[config.mk]
export PLATFORM = sky130hd
export DESIGN_NAME = reg_write_arbiter
export DESIGN_NICKNAME = d
export VERILOG_FILES = /design/src/rtl/reg_write_arbiter.sv
export SDC_FILE = /design/constraint.sdc
export NUM_CORES = 1
export LEC_CHECK = 0
export CAP_MARGIN = 10
export CORE_MARGIN = 4
export CORE_UTILIZATION = 55
export DETAILED_ROUTE_END_ITERATION = 7
export DONT_BUFFER_PORTS = 1
export PLACE_DENSITY = 0.8
export SLEW_MARGIN = 15
export SYNTH_ARGS = -nofsm -noshare
export SYNTH_HDL_FRONTEND = slang
export SYNTH_SLANG_ARGS = --single-unit
[constraint.sdc]
create_clock -name clk -period 1.94 [get_ports clk]
set_input_delay 0.291 -clock clk [delete_from_list [all_inputs] [get_ports clk]]
set_output_delay 0.291 -clock clk [all_outputs]
set_load 0.02 [all_outputs]
[src/rtl/reg_write_arbiter.sv]
// rtl/reg_write_arbiter.sv - round-robin arbiter sharing one load-enabled register among requesters
// Define REG_ARB_READBACK_EN to add a CHECK state comparing reg_q against the written data.
module reg_write_arbiter #(
  parameter int NUM_REQ = 4,
  parameter int DATA_W  = 8
) (
  input  logic                       clk,
  input  logic                       rst,
  input  logic [NUM_REQ-1:0]         req,
  input  logic [NUM_REQ*DATA_W-1:0]  req_data,
  output logic [NUM_REQ-1:0]         ack,
  output logic                       reg_load,
  output logic [DATA_W-1:0]          reg_data_in,
  input  logic [DATA_W-1:0]          reg_q,
  output logic                       busy,
  output logic [$clog2(NUM_REQ)-1:0] owner,
  output logic                       err
);
  localparam int IDX_W = $clog2(NUM_REQ);
  localparam logic [IDX_W-1:0] LAST_IDX = IDX_W'(NUM_REQ - 1);

  typedef enum logic [1:0] {S_IDLE, S_LOAD, S_CHECK, S_ACK} state_t;

  state_t              state, state_n;
  logic [IDX_W-1:0]    ptr, ptr_n;
  logic [IDX_W-1:0]    win_idx, cand_idx, owner_n;
  logic                win_found;
  int                  cand;
  logic                load_n, busy_n;
  logic [NUM_REQ-1:0]  ack_n;
  logic [DATA_W-1:0]   data_n;

  // First pending request at or above ptr, wrapping past the top index.
  always_comb begin
    win_found = 1'b0;
    win_idx   = '0;
    cand      = 0;
    cand_idx  = '0;
    for (int k = 0; k < NUM_REQ; k++) begin
      cand = int'(ptr) + k;
      if (cand >= NUM_REQ) cand = cand - NUM_REQ;
      cand_idx = IDX_W'(cand);
      if (!win_found && req[cand_idx]) begin
        win_found = 1'b1;
        win_idx   = cand_idx;
      end
    end
  end

  always_ff @(posedge clk or negedge rst) begin
    if (!rst) state <= S_IDLE;
    else      state <= state_n;
  end

  always_comb begin
    state_n = state;
    case (state)
      S_IDLE:  if (win_found) state_n = S_LOAD;
`ifdef REG_ARB_READBACK_EN
      S_LOAD:  state_n = S_CHECK;
`else
      S_LOAD:  state_n = S_ACK;
`endif
      S_CHECK: state_n = S_ACK;
      S_ACK:   state_n = S_IDLE;
      default: state_n = S_IDLE;
    endcase
  end

  // Next values for the registered outputs, derived from the upcoming state.
  always_comb begin
    owner_n = owner;
    data_n  = reg_data_in;
    ptr_n   = ptr;
    if (state == S_IDLE && win_found) begin
      owner_n = win_idx;
      data_n  = req_data[int'(win_idx)*DATA_W +: DATA_W];
    end
    if (state == S_ACK) ptr_n = (owner == LAST_IDX) ? '0 : owner + 1'b1;
    load_n = (state_n == S_LOAD);
    busy_n = (state_n != S_IDLE);
    ack_n  = (state_n == S_ACK) ? (NUM_REQ'(1) << owner_n) : '0;
  end

  always_ff @(posedge clk or negedge rst) begin
    if (!rst) begin
      ptr         <= '0;
      owner       <= '0;
      reg_data_in <= '0;
      reg_load    <= 1'b0;
      busy        <= 1'b0;
      ack         <= '0;
    end else begin
      ptr         <= ptr_n;
      owner       <= owner_n;
      reg_data_in <= data_n;
      reg_load    <= load_n;
      busy        <= busy_n;
      ack         <= ack_n;
    end
  end

`ifdef REG_ARB_READBACK_EN
  // Register has captured reg_data_in by CHECK; any difference is sticky.
  always_ff @(posedge clk or negedge rst) begin
    if (!rst)                                        err <= 1'b0;
    else if (state == S_CHECK && reg_q != reg_data_in) err <= 1'b1;
  end
`else
  logic unused_reg_q;
  assign unused_reg_q = ^reg_q;
  assign err = 1'b0;
`endif

endmodule

* Word-level counts from Yosys, hierarchy flattened
Index checks and enable logic that the tools add are counted.
Word-level totals: register bits after elaboration 20, input bits 46, output and inout port bits 17, logic and storage cells 66
Cells by class: $add $sub $neg 8, $lt $le $gt $ge 8, eq/ne operators 6, shifts and indexed selects 2, mux-type cells 25, reduce and logical (&&, ||, !) cells 10
Operators by type and width (number):
- 32-bit by 6-bit variable part select with 8-bit output | 1
- 2-bit 2-to-1 mux | 11
- 2-bit by 3-bit < comparator with 1-bit output (second input constant) | 4
- 3-bit greater-or-equal comparator (second input constant) | 3
- 1-bit binary-select mux with 2-bit select | 4
- 2-bit == test (second input constant) | 4
- 1-bit 2-to-1 mux | 8
- 2-bit by 1-bit subtractor with 2-bit output (second input constant) | 4
- 2-bit by 2-bit adder with 3-bit output (second input constant) | 2
- 2-bit case mux with 3 select lines | 1
- 2-bit by 1-bit == test with 1-bit output (second input constant) | 2
- 1-bit logical AND | 4
- 4-bit 2-to-1 mux | 1
- 1-bit by 2-bit << shifter with 4-bit output (first input constant) | 1
- 2-bit by 1-bit adder with 3-bit output (second input constant) | 1
- 2-bit by 3-bit greater-or-equal comparator with 1-bit output (second input constant) | 1
- 1-bit zero test | 3
- 2-bit by 1-bit adder with 2-bit output (second input constant) | 1
- 2-bit zero test | 1
- 2-bit nonzero test | 1
- 2-bit OR reduction | 1

* Longest topological paths before layout
depth in word-level cells 18, depth in mapped cells 7, mapped depth without buffers 7

* Least setup slack after synthesis
OpenSTA, ideal clock, no wires.
path type register to register, start register ptr[1], end register reg_data_in[3], library setup time 0.140 ns, data arrival time 1.578 ns, required time 1.800 ns, path slack 0.222 ns, stages on the path, launching flop included 7, buffers on the path 1, clock period less this slack 1.718 ns, cell sequence dfrtp_1 > nor2b_1 > o21a_1 > buf_2 > nor3_4 > mux2i_1 > o211ai_1
Between the ends: longest elaborated chain between the ends 15, elaborated cells on any way between the ends 39
Ends and longest elaborated chain:
- from (decl) | RTL line 25 | logic [IDX_W-1:0] ptr, ptr_n;
- from (signal assigned) | RTL line 94 | ptr <= ptr_n;
- branches (longest 15 deep; another with 2-bit by 1-bit adder with 3-bit output)
- to (signal assigned) | RTL line 96 | reg_data_in <= data_n;
- to (decl) | RTL line 13 | output logic [DATA_W-1:0] reg_data_in,
Several ways; the timed one is not identified. The select of a mux whose other input is x is not followed. A chain may end at the register's enable or synchronous reset.

* Worst setup path in the final report
Same ends and word-level chain as after synthesis.

==> results.tsv <==
stage	metric	value	unit
worst_setup_path	critical_path_peak_fanout	8	
clock_tree	htree_levels	1	
placed_design	gp_congestion	0.7960	
placed_design	placed_area	1259	µm²
yosys	synth_top_area_cell	dfrtp_1	
sta	layout_setup_ws	171.3	ps
sta	setup_viol	0	
yosys	async_reset_ff_share	100.0	%
layout	fin_nets	181	
yosys	synth.cell_area	1192	µm²
global_route	antenna_found_initial	0	
layout	final_common_cell	dfrtp_1	
drt	routedWlPerCell	17.32	µm
clock_tree	insertion_delay	310	ps
layout	layout_common_cells	20 x dfrtp_1, 13 x nor2_1, 11 x o21ai_0	
yosys	synthCells	122	
worst_setup_path	worstPathCellList	nor2b_1, o21a_1, nor3_4, buf_4, mux2i_1, o211ai_1	
sta	tns	0	ps
worst_hold_path	hp-class	in2reg	
yosys	syn-mean-instance-area	9.774	µm²
yosys	ys_seq_area_share	41.97	%
worst_setup_path	cp_data_arrival_time	1950	ps
worst_setup_path	required	2130	ps
layout	drive_above_1_share	12.31	%
global_route	grt_pass1_wl	3981	µm
clock_tree	cts_setup_buffers	0	
global_route	grt_pass1_vias	933	
layout	fillers	156	
worst_setup_path	critPathLaunchType	flop	
floorplanning	core_area	2002	µm²
drt	num_vias	991	
layout	antenna_cells	0	
worst_hold_path	holdPathStages	2	
drt	vias_per_cell	6.312	
worst_setup_path	slowest_delay	450	ps
power	leakagePower	0.5837	nW
flow_run	cap_violations	0	
worst_setup_path	cp-end-kind	flop	
drt	dr.pass1.iters	4	
drt	antenna_left	0	
placed_design	numPortBuffers	0	
clock_tree	ctsRootBufferMaster	clkbuf_4	
floorplanning	die_h	54.56	µm
floorplanning	io_pins	63	
sta	clock_skew	5.607	ps
sta	max_slew_margin	40.39	%
clock_tree	cts_buffers	3	
placed_design	hpwl	2146	µm
placed_design	place_ws	160.0	ps
global_route	gr-total-overflow	0	
sta	finalCriticalPeriod	1769	ps
sta	rsz0062_at_grt	no	
sta	fmax	565.4	MHz
floorplanning	start_util	59.56	%
sta	slew_violations	0	
drt	routed_wl	2719	µm
drt	drc_errors	0	
clock_tree	numClockSinks	20	
worst_setup_path	crit_type	reg2reg	
clock_tree	clk_pin_slew	120	ps
sta	hold_ws	194.6	ps
power	power_density	1640	nW/µm²
layout	area_growth_syn_to_layout	10.81	%
yosys	ys_types	31	
global_route	grt_usage	18.80	%
sta	post-route-period-util	91.17	%
floorplanning	die_x	54.56	µm
floorplanning	rows	16	
yosys	synth_area_leaders	dfrtp_1 42%, mux2i_1 6.7%, and4_1 5.9%	
drt	drt_iter0_markers	11	
layout	final_cell_area	1321	µm²
yosys	syn_nets	172	
status	status	complete, no violations	
yosys	ys.flop_type	dfrtp_1	
worst_setup_path	critPathSlowestCell	dfrtp_1	
sta	tightest_slew	891.2	ps
floorplanning	die_area	2977	µm²
yosys	synth_top_area_share	41.97	%
yosys	yosys_warnings	0	
sta	hold_viol_final	0	
worst_setup_path	ff2ff_path_depth	6	
power	vdd_drop_max	1.024	mV
global_route	grt_max_degree	21	
yosys	ys_ff_latch	20	
clock_tree	cts_max_path_buffers	2	
clock_tree	cts_tree	built	
clock_tree	cts.repair.resized	0	
yosys	synth_edf_count	0	
==> per-layer routing <==
layer	vias to the layer above	global-route usage, %	part of all wire, %
met3	6	5.177	8.8
met5	-	0	0
li1	472	-	-
met4	0	8.714	1.6
met2	50	29.68	47
met1	463	23.65	43
==> path summary, 6_finish.rpt <==
kind | start | endpoint | slack (ps)
max in group asynchronous | rst | owner[0] | 860
min in group asynchronous | rst | reg_data_in[3] | 530
setup reg to reg | ptr[1] | reg_data_in[3] | 170
hold / removal | req_data[2] | reg_data_in[2] | 190
setup / recovery | ptr[1] | reg_data_in[3] | 170
hold reg to reg | ptr[0] | ptr[0] | 630
==> final cells by class <==
type	count	area [µm²]	area share (%)
multi-input cells	95	660.6	50.00
flip-flops and latches	20	500.5	37.88
repair buffers	8	62.56	4.735
well taps	27	33.78	2.557
clock inverters	1	30.03	2.273
clock buffers	3	22.52	1.705
inverters	3	11.26	0.8523
==> synthesized netlist by cell type (2+ instances only) <==
master / n
o31a_1: 8
nand2_1: 10
o21ai_0: 11
inv_1: 3
clkbuf_1: 2
mux2_2: 2
o211ai_1: 8
nor3b_1: 3
ha_1: 4
nand2b_1: 4
nor2_1: 13
and4_1: 8
mux2i_1: 8
a21oi_1: 2
dfrtp_1: 20
==> flip-flops by register name (all words and copies together), names as in the netlist <==
signal and cells:
reg_data_in 8, ack 4, owner 2, ptr 2
state 2, busy 1, reg_load 1
==> cell families after synthesis <==
group	synth area share, %
buf+inv	2.623
other cells	0.3145
simple gates	21.09
fa+ha+maj	4.197
compound gates	21.20
mux	8.605
flops	41.97
==> power breakdown <==
group	switching, mW	internal (mW)	leakage [nW]
registers	0.327	0.614	0.249
clock network	0.140	0.209	0.0279
logic	0.467	0.410	0.307
==> metrics by stage <==
| step | utilization (%) | cells | total power [mW] |
|---|---|---|---|
| after detailed placement | 62.88 | 152 | 1.826 |
| final | 66.00 | 157 | 2.167 |
| after CTS | 66.00 | 157 | 2.183 |
| after floorplan | - | 122 | 1.592 |
| after global placement | 62.88 | 152 | 1.784 |
| after global routing | 66.00 | 157 | 2.326 |
==> critical path: cells and delay by family, from the launching register on <==
family / cells / cell delay, ps
flops: 1 / 450
compound gates: 2 / 380
simple gates: 2 / 360
mux: 1 / 230
buf+inv: 1 / 220
==> what timing repair did <==
item	4_1_cts	5_1_grt
setup endpoints to repair	0	0
endpoints found under the hold margin	20	0
hold buffers	1	0
Power figures use the tool's default switching activity.
